<file path="config.mk">
export PLATFORM = sky130hd
export DESIGN_NAME = bypass_reg_file
export DESIGN_NICKNAME = d
export VERILOG_FILES = /design/src/rtl/bypass_reg_file_pkg.sv /design/src/rtl/bypass_reg_file_scoreboard.sv /design/src/rtl/bypass_reg_file.sv
export SDC_FILE = /design/constraint.sdc
export NUM_CORES = 1
export LEC_CHECK = 0
export BUFFER_PORTS_ARGS = -buffer_cell sky130_fd_sc_hd__buf_4
export CAP_MARGIN = 0
export CORE_ASPECT_RATIO = 1.5
export CORE_MARGIN = 2
export CORE_UTILIZATION = 26
export DETAILED_ROUTE_END_ITERATION = 10
export PLACE_DENSITY = 0.37
export SKIP_CTS_REPAIR_TIMING = 1
export SLEW_MARGIN = 10
export SYNTH_ARGS = -nofsm -noshare
export SYNTH_HDL_FRONTEND = slang
export SYNTH_SLANG_ARGS = --single-unit
export TNS_END_PERCENT = 30
</file>
<file path="constraint.sdc">
create_clock -name clk -period 5.1 [get_ports clk]
set_input_delay 0.51 -clock clk [delete_from_list [all_inputs] [get_ports clk]]
set_output_delay 0.51 -clock clk [all_outputs]
set_load 0.005 [all_outputs]
</file>
<file path="src/rtl/bypass_reg_file_pkg.sv">
`default_nettype none
// ============================================================================
//  Module      : bypass_reg_file_pkg
//  Description : Shared types and default sizing for the bypassing register
//                file and its pending-write scoreboard.
//  Revision    : 1.0 - initial release
// ============================================================================
package bypass_reg_file_pkg;

  // Controller states: INIT walks every register to its own index, then RUN.
  typedef enum logic [0:0] {
    ST_INIT = 1'b0,
    ST_RUN  = 1'b1
  } state_t;

  // Default geometry: 15 implemented 32-bit registers behind a 4-bit index,
  // so index 15 is a deliberately unimplemented hole.
  localparam int C_DATA_W   = 32;
  localparam int C_ADDR_W   = 4;
  localparam int C_NUM_REGS = 15;

endpackage
`default_nettype wire

</file>
<file path="src/rtl/bypass_reg_file_scoreboard.sv">
`default_nettype none
// ============================================================================
//  Module      : reg_scoreboard
//  Description : One pending bit per implemented register. A lock marks a
//                register as awaiting a producer; a write-back clears it. When
//                a lock and a write hit the same register in one cycle the
//                lock wins, since it belongs to the newer producer.
//  Revision    : 1.0 - initial release
// ============================================================================
module reg_scoreboard #(
  parameter int ADDR_W   = 4,
  parameter int NUM_REGS = 15
) (
  input  logic              clk,
  input  logic              rst,
  input  logic              i_run,
  input  logic              i_lock_en,
  input  logic [ADDR_W-1:0] i_lock_dest,
  input  logic              i_wa_en,
  input  logic [ADDR_W-1:0] i_wa_dest,
  input  logic              i_wb_en,
  input  logic [ADDR_W-1:0] i_wb_dest,
  input  logic [ADDR_W-1:0] i_src1,
  input  logic [ADDR_W-1:0] i_src2,
  output logic              o_src1_pending,
  output logic              o_src2_pending
);

  logic [NUM_REGS-1:0] r_pending;
  logic                w_p1;
  logic                w_p2;

  // Pending bit update: lock sets, write clears, lock beats write. Indices
  // outside the implemented range never match, so they are ignored.
  always_ff @(posedge clk) begin
    if (rst) begin
      r_pending <= '0;
    end else if (i_run) begin
      for (int i = 0; i < NUM_REGS; i++) begin
        if (i_lock_en && (i_lock_dest == ADDR_W'(i))) begin
          r_pending[i] <= 1'b1;
        end else if ((i_wa_en && (i_wa_dest == ADDR_W'(i))) ||
                     (i_wb_en && (i_wb_dest == ADDR_W'(i)))) begin
          r_pending[i] <= 1'b0;
        end
      end
    end
  end

  // Pending lookup: registered bits only, unimplemented indices read 0.
  always_comb begin
    w_p1 = 1'b0;
    w_p2 = 1'b0;
    for (int i = 0; i < NUM_REGS; i++) begin
      if (i_src1 == ADDR_W'(i)) w_p1 = r_pending[i];
      if (i_src2 == ADDR_W'(i)) w_p2 = r_pending[i];
    end
  end

  assign o_src1_pending = w_p1;
  assign o_src2_pending = w_p2;

endmodule
`default_nettype wire

</file>
<file path="src/rtl/bypass_reg_file.sv">
`default_nettype none
// ============================================================================
//  Module      : bypass_reg_file
//  Description : Register file with two combinational read ports, two
//                write-back ports with same-cycle read forwarding (port B has
//                priority), a self-initialising INIT sequence that loads each
//                register with its own index, and a pending-write scoreboard.
//  Revision    : 1.0 - initial release
// ============================================================================
module bypass_reg_file
  import bypass_reg_file_pkg::*;
#(
  parameter int DATA_W   = C_DATA_W,
  parameter int ADDR_W   = C_ADDR_W,
  parameter int NUM_REGS = C_NUM_REGS   // must not exceed 2**ADDR_W
) (
  input  logic              clk,
  input  logic              rst,
  input  logic [ADDR_W-1:0] src1,
  input  logic [ADDR_W-1:0] src2,
  output logic [DATA_W-1:0] reg_val1,
  output logic [DATA_W-1:0] reg_val2,
  input  logic              wa_en,
  input  logic              wb_en,
  input  logic [ADDR_W-1:0] wa_dest,
  input  logic [ADDR_W-1:0] wb_dest,
  input  logic [DATA_W-1:0] wa_data,
  input  logic [DATA_W-1:0] wb_data,
  input  logic              lock_en,
  input  logic [ADDR_W-1:0] lock_dest,
  output logic              src1_pending,
  output logic              src2_pending,
  output logic              ready
);

  localparam logic [ADDR_W-1:0] c_last_idx = ADDR_W'(NUM_REGS - 1);

  state_t              r_state;
  logic [ADDR_W-1:0]   r_cnt;
  logic                r_ready;
  logic [DATA_W-1:0]   r_regs [NUM_REGS];

  logic                w_run;
  logic                w_src1_ok;
  logic                w_src2_ok;
  logic [DATA_W-1:0]   w_rd1;
  logic [DATA_W-1:0]   w_rd2;

  assign w_run     = (r_state == ST_RUN);
  assign w_src1_ok = (32'(src1) < 32'(NUM_REGS));
  assign w_src2_ok = (32'(src2) < 32'(NUM_REGS));

  // Controller: INIT counts through every register once, then RUN forever.
  always_ff @(posedge clk) begin
    if (rst) begin
      r_state <= ST_INIT;
      r_cnt   <= '0;
      r_ready <= 1'b0;
    end else begin
      case (r_state)
        ST_INIT: begin
          if (r_cnt == c_last_idx) begin
            r_state <= ST_RUN;
            r_cnt   <= '0;
            r_ready <= 1'b1;
          end else begin
            r_cnt   <= r_cnt + 1'b1;
          end
        end
        ST_RUN: begin
          r_state <= ST_RUN;
          r_ready <= 1'b1;
        end
        default: begin
          r_state <= ST_INIT;
          r_cnt   <= '0;
          r_ready <= 1'b0;
        end
      endcase
    end
  end

  // Storage: INIT loads reg[cnt] with cnt; in RUN port B overrides port A.
  // Storage is not cleared by reset: INIT rewrites it, and until then reads
  // show whatever the previous run left behind.
  always_ff @(posedge clk) begin
    if (!rst) begin
      for (int i = 0; i < NUM_REGS; i++) begin
        if (!w_run) begin
          if (r_cnt == ADDR_W'(i)) r_regs[i] <= DATA_W'(i);
        end else if (wb_en && (wb_dest == ADDR_W'(i))) begin
          r_regs[i] <= wb_data;
        end else if (wa_en && (wa_dest == ADDR_W'(i))) begin
          r_regs[i] <= wa_data;
        end
      end
    end
  end

  // Read ports: array lookup, then same-cycle forwarding with B over A.
  always_comb begin
    w_rd1 = '0;
    w_rd2 = '0;
    for (int i = 0; i < NUM_REGS; i++) begin
      if (src1 == ADDR_W'(i)) w_rd1 = r_regs[i];
      if (src2 == ADDR_W'(i)) w_rd2 = r_regs[i];
    end
    if (w_run && w_src1_ok) begin
      if (wa_en && (wa_dest == src1)) w_rd1 = wa_data;
      if (wb_en && (wb_dest == src1)) w_rd1 = wb_data;
    end
    if (w_run && w_src2_ok) begin
      if (wa_en && (wa_dest == src2)) w_rd2 = wa_data;
      if (wb_en && (wb_dest == src2)) w_rd2 = wb_data;
    end
  end

  assign reg_val1 = w_rd1;
  assign reg_val2 = w_rd2;
  assign ready    = r_ready;

  reg_scoreboard #(
    .ADDR_W   (ADDR_W),
    .NUM_REGS (NUM_REGS)
  ) u_scoreboard (
    .clk            (clk),
    .rst            (rst),
    .i_run          (w_run),
    .i_lock_en      (lock_en),
    .i_lock_dest    (lock_dest),
    .i_wa_en        (wa_en),
    .i_wa_dest      (wa_dest),
    .i_wb_en        (wb_en),
    .i_wb_dest      (wb_dest),
    .i_src1         (src1),
    .i_src2         (src2),
    .o_src1_pending (src1_pending),
    .o_src2_pending (src2_pending)
  );

endmodule
`default_nettype wire

</file>
* After elaboration in Yosys (flattened, before gate mapping)
Memory sizes are Yosys's and may differ from the RTL's.
Cells that the tools add are included.
** Storage, ports and cells
- Register bits after elaboration :: 21
- Latch bits :: 0
- RAM bits :: 480
- Memory bits (read-only) :: 0
- Input port bits :: 89
- Output and inout port bits :: 67
- Logic and storage cells :: 569
- Memories kept :: 1
** Operators by class
- $add $sub $neg :: 1
- $mul :: 0
- Div/mod/pow operators :: 0
- Magnitude comparators :: 2
- Equal/unequal tests :: 89
- Shift-type cells :: 0
- Mux-type cells :: 325
- Bitwise logic cells :: 31
- Reduce and logical (&&, ||, !) cells :: 102
** Memory list
- r_regs :: depth 15, width 32, rd ports 15, clocked after Yosys merged registers in 0, write ports 15, RTL line bypass_reg_file.sv:41 : logic [DATA_W-1:0] r_regs [NUM_REGS];
** Operators by type and width (number)
- 2-to-1 mux 32 bit :: 66
- 2-to-1 mux 1 bit :: 256
- equality test 4 bit, second input constant :: 42
- equality test 4 x 3 -> 1 bit, second input constant :: 24
- logical AND 1 bit :: 51
- equality test 4 x 2 -> 1 bit, second input constant :: 12
- bitwise OR 1 bit :: 30
- AND reduction 2 bit :: 15
- nonzero test 2 bit :: 15
- equality test 4 x 1 -> 1 bit, second input constant :: 6
- zero test 4 bit :: 6
- equality test 4 bit :: 4
- logical OR 1 bit :: 15
- less-than comparator 4 bit, second input constant :: 2
- adder 4 x 1 -> 4 bit, second input constant :: 1
- 2-to-1 mux 4 bit :: 1
- one-hot mux 1 bit (2 select lines) :: 2
- inequality test 2 bit, second input constant :: 1
- inverter 1 bit :: 1

* Logic depth before layout (Yosys ltp)
- Depth after elaboration :: 19
- Mapped depth :: 10
- Mapped depth without buffers :: 6

* Cells and area by module
Synthesis repeated with hierarchy kept, for this count alone.
** Second synthesis, totals
- Cells, all modules :: 3123
- Area total of the unflattened synthesis :: 32971.6 um2
** Modules (own cells, without submodules)
- bypass_reg_file :: instances 1, cells each 2972, area each 31825.5 um2, sequential area each 14533.9 um2
- reg_scoreboard :: instances 1, cells each 151, area each 1146.1 um2, sequential area each 300.3 um2

* Worst setup path before layout
No wires, ideal clock.
- Path kind :: input-to-reg
- Start :: in wb_dest[2]
- End :: mem r_regs[0][192] (netlist bit) (enable)
- Setup time :: 0.466 ns
- Arrival :: 3.519 ns
- Data required time :: 4.634 ns
- Path slack :: 1.115 ns
- Stages :: 5
- Path buffers :: 1
- Cells stage by stage :: buf_2 > nand3b_1 > nor2_1 > a21oi_1 > o21ai_0
** RTL lines
- start: declaration :: RTL line bypass_reg_file.sv:26 : input logic [ADDR_W-1:0] wb_dest,
- end: declaration :: RTL line bypass_reg_file.sv:41

* Worst setup path after layout
- Start :: reg r_state
- End :: out reg_val2[6]
** Between the ends
- Longest elaborated chain between the ends :: 2
** RTL lines
- start: declaration :: RTL line bypass_reg_file.sv:38 : state_t r_state;
- start signal: assignment :: RTL line bypass_reg_file.sv:56 : r_state <= ST_INIT;
- start signal: assignment :: RTL line bypass_reg_file.sv:63 : r_state <= ST_RUN;
- start signal: assignment :: RTL line bypass_reg_file.sv:71 : r_state <= ST_RUN;
- logical AND 1 bit :: RTL line bypass_reg_file.sv:112 : if (w_run && w_src2_ok) begin
- 2-to-1 mux 32 bit :: RTL line bypass_reg_file.sv:112
- end: declaration :: RTL line bypass_reg_file.sv:22 : output logic [DATA_W-1:0] reg_val2,
No other way between the ends.

==> metrics.md <==
| Metric | Value |
|---|---|
| Status | completed |
| Fillcell total | 12,800 |
| Area after DPL | 0.0359 mm^2 |
| First-pass GRT wire length | 292 mm |
| CTS Buf Count | 57 |
| Die Span X | 294 um |
| Critical path's slowest cell | dfxtp_1 |
| Kind of end point of the critical path | output port |
| Dominant synthesized flop cell | edfxtp_1 |
| Drt pass-1 iters | 8 |
| # IOs | 156 |
| Largest net degree at the start of global routing | 51 |
| Clock Pin Slew Worst Setup and Hold Paths | 60 ps |
| Global route overflow | 0 |
| WL per Instance | 45.5 um |
| Vias in the first global route | 32,100 |
| CP startpoint | r_state$_SDFF_PP0_ |
| CP max FO | 8 |
| Sum Neg Setup Slack | 0 ps |
| Worst Setup Start Kind | flip-flop |
| Crit path DAT | 3860 ps |
| Post-synthesis register bit count | 501 |
| Peak supply drop | 244 uV |
| WL final | 220 mm |
| # DRC | 0 |
| Delay-heaviest family, CP | simple AND/OR/NAND/NOR gates |
| RD Place Congestion | 0.980 |
| Hold WS | 153 ps |
| Min cycle time layout | 4370 ps |
| Mapped Cells | 3,188 |
| Max Fclk | 229 MHz |
| Hold Vio Cnt, Final | 0 |
| Number of synthesis warnings | 0 |
| Combinational share of power | 0.164 |
| Die Height | 439 um |
| Crit path kind | flip-flop to output port |
| Share of cells above drive strength 1 | 0.200 |
| Number of synthesized flops with an enable pin | 480 |
| Clock latency on the worst-skew pair | 700 ps |
| Crit-path cells | nand2_1, buf_4, or3_1, o21ai_2, buf_4, a21o_1, a2bb2oi_1, buf_4 |
| GRT Util Overall | 0.331 |
| Multi-input combinational cell area | 0.0160 mm^2 |
| Synth cell types | 95 |
| Mapped Area | 0.0328 mm^2 |
| CTS tree | built |
| Clock root buffer master | clkbuf_16 |
| PwrDens | 281 mW/mm^2 |
| RSZ-0062 raised after global routing | no |
| Area Overhead vs Synth | 14.9% |
| Initial antenna violation count | 14 |
| RR Startpoint | r_state$_SDFF_PP0_ |
| Syn nets | 3,277 |
| Vias per cell | 6.69 |
| Placed insts | 4,724 |
| Clock Tree Buf Depth | 3 |
| Sequential fraction of the synthesis area | 0.452 |
| Worst Slack Setup Final | 732 ps |
| Part of the power in registers | 0.427 |
| Core Area | 0.125 mm^2 |
| Detailed Place HPWL | 146 mm |
| Max Cap Violations | 0 |
| Internal | 7.36 mW |
| Input/output buffers | 155 |
| Fin area | 0.0377 mm^2 |
| Register area | 0.0148 mm^2 |
| Net load switching power | 3.24 mW |
| Fin crit share | 0.856 |
| Worst path bufs/invs | 3 |
| Mapped Avg Cell Area | 10.3 um^2 |
| P_leak | 13.2 nW |
| Proportion of power drawn by the clock network | 0.409 |
| # setup viols final | 0 |
| Initial core utilization | 0.262 |
| Vias after detailed routing | 32,400 |
| Dpl ws | 778 ps |
| Clock Sinks | 501 |
| Hold WC Path Type | input pin to flip-flop |
| Crit path top cell by count | buf_4 |
| Fin. max-slew vios | 0 |
| Clock Skew | 28.7 ps |
| Depth of the CTS H-tree | 2 |
| Switching share of power | 0.306 |
| HP Start | lock_dest[1] |
| Post-route ant nets | 0 |
| Slew headroom | 0.125 |
| FFs w/ async S/R, synth | 0 |
| Final cell count without fillers | 4,836 |
| Die Footprint | 0.129 mm^2 |
| Required time of the critical path | 4590 ps |
| Biggest cell delay along the critical path | 770 ps |
| Worst Max-Slew Pin Slew | 1310 ps |
| Nets | 3,262 |
| Num rows | 159 |
| First DRT Iteration DRCs | 4,622 |
## power by group through the flow
stage	sequential [mW]	clock (mW)	combinational, mW
2_1_floorplan	4.59	0	0.847
3_3_place_gp	4.61	0	1.69
3_5_place_dp	4.61	0	1.69
4_1_cts	4.52	4.38	1.69
5_1_grt	4.52	4.49	1.77
6_report	4.52	4.34	1.74
## cells in the mapped netlist (all sizes together) (42+ instances only)
cell,n,share of area
nor3,59,0.012
o21ai,203,0.031
buf,270,0.047
nor2,266,0.031
a22o,425,0.11
a21oi,169,0.026
nand2,143,0.016
a22oi,111,0.026
nand3,42,0.0064
o22ai,148,0.028
edfxtp,480,0.44
a221oi,44,0.014
mux2i,94,0.029
clkbuf,173,0.020
## sequential cells by signal, summed over array words and instances (netlist names)
name / flops
r_cnt: 4
ready: 1
r_state: 1
r_regs: 480
u_scoreboard.r_pending: 15
## path summary, 6_finish.rpt
path,endpoint,depth (start not counted),slack [ps]
max,reg_val2[6],8,730
min,u_scoreboard.r_pending[2]$_SDFFE_PP0P_,3,150
max reg2reg,r_regs[0][23]$_DFFE_PP_,6,1510
min reg2reg,ready$_SDFFE_PP0P_,2,480
## placed cells by master (no fill, tap or decap), drive strengths merged, types with 13 or more instances in the layout
cell type | netlist | layout
a211oi | 25 | 25
a21o | 18 | 18
a21oi | 169 | 169
a221oi | 44 | 44
a222oi | 15 | 15
a22o | 425 | 425
a22oi | 111 | 111
a2bb2oi | 24 | 24
a31oi | 37 | 37
a32oi | 17 | 17
buf | 270 | 369
clkbuf | 173 | 70
clkinv | 0 | 23
dfxtp | 21 | 21
edfxtp | 480 | 480
inv | 35 | 37
mux2 | 30 | 30
mux2i | 94 | 94
mux4 | 37 | 37
nand2 | 143 | 143
nand2b | 25 | 25
nand3 | 42 | 42
nor2 | 266 | 266
nor2b | 32 | 32
nor3 | 59 | 59
o211ai | 33 | 33
o21ai | 203 | 203
o221a | 14 | 14
o221ai | 25 | 25
o22ai | 148 | 148
o2bb2ai | 16 | 16
o32ai | 17 | 17
or2 | 13 | 13
xnor2 | 14 | 14
## stage by stage
step / power [mW] / utilization
2_1_floorplan: 5.44 / -
3_3_place_gp: 6.30 / 0.286
3_5_place_dp: 6.30 / 0.286
4_1_cts: 10.6 / 0.301
5_1_grt: 10.8 / 0.301
6_report: 10.6 / 0.301
## cell families after synthesis
logic type	synth area share
AO/OA/AOI/OAI	0.315
XOR/XNOR	0.00427
buffers and inverters	0.0712
flip-flops	0.452
multiplexers	0.0643
AND/OR/NAND/NOR	0.0932
## worst register-to-register path, stage by stage, from the launching register on
cell and delay (ps):
dfxtp_1 770, inv_2 290, nor2_1 410, nand3_1 340
nor4_4 920, buf_4 490, a22o_1 260
## per-layer routing
metal | part of all wire | vias up | track usage | wire length (um)
li1 | - | 12600 | - | -
met4 | 0.086 | 18 | 0.244 | 19000
met5 | 0.00054 | - | 0 | 118
met2 | 0.46 | 2368 | 0.537 | 102000
met1 | 0.37 | 16600 | 0.387 | 80900
met3 | 0.084 | 713 | 0.0686 | 18400
## cell type report
class | count | share of cell area
Inverter | 35 | 0.00348
Sequential cell | 501 | 0.393
Multi-Input combinational cell | 2209 | 0.425
Clock buffer | 70 | 0.0402
Tap cell | 1610 | 0.0534
Antenna cell | 6 | 0.000398
Timing Repair Buffer | 369 | 0.0759
Clock inverter | 36 | 0.00822
Power figures use the tool's default switching activity.
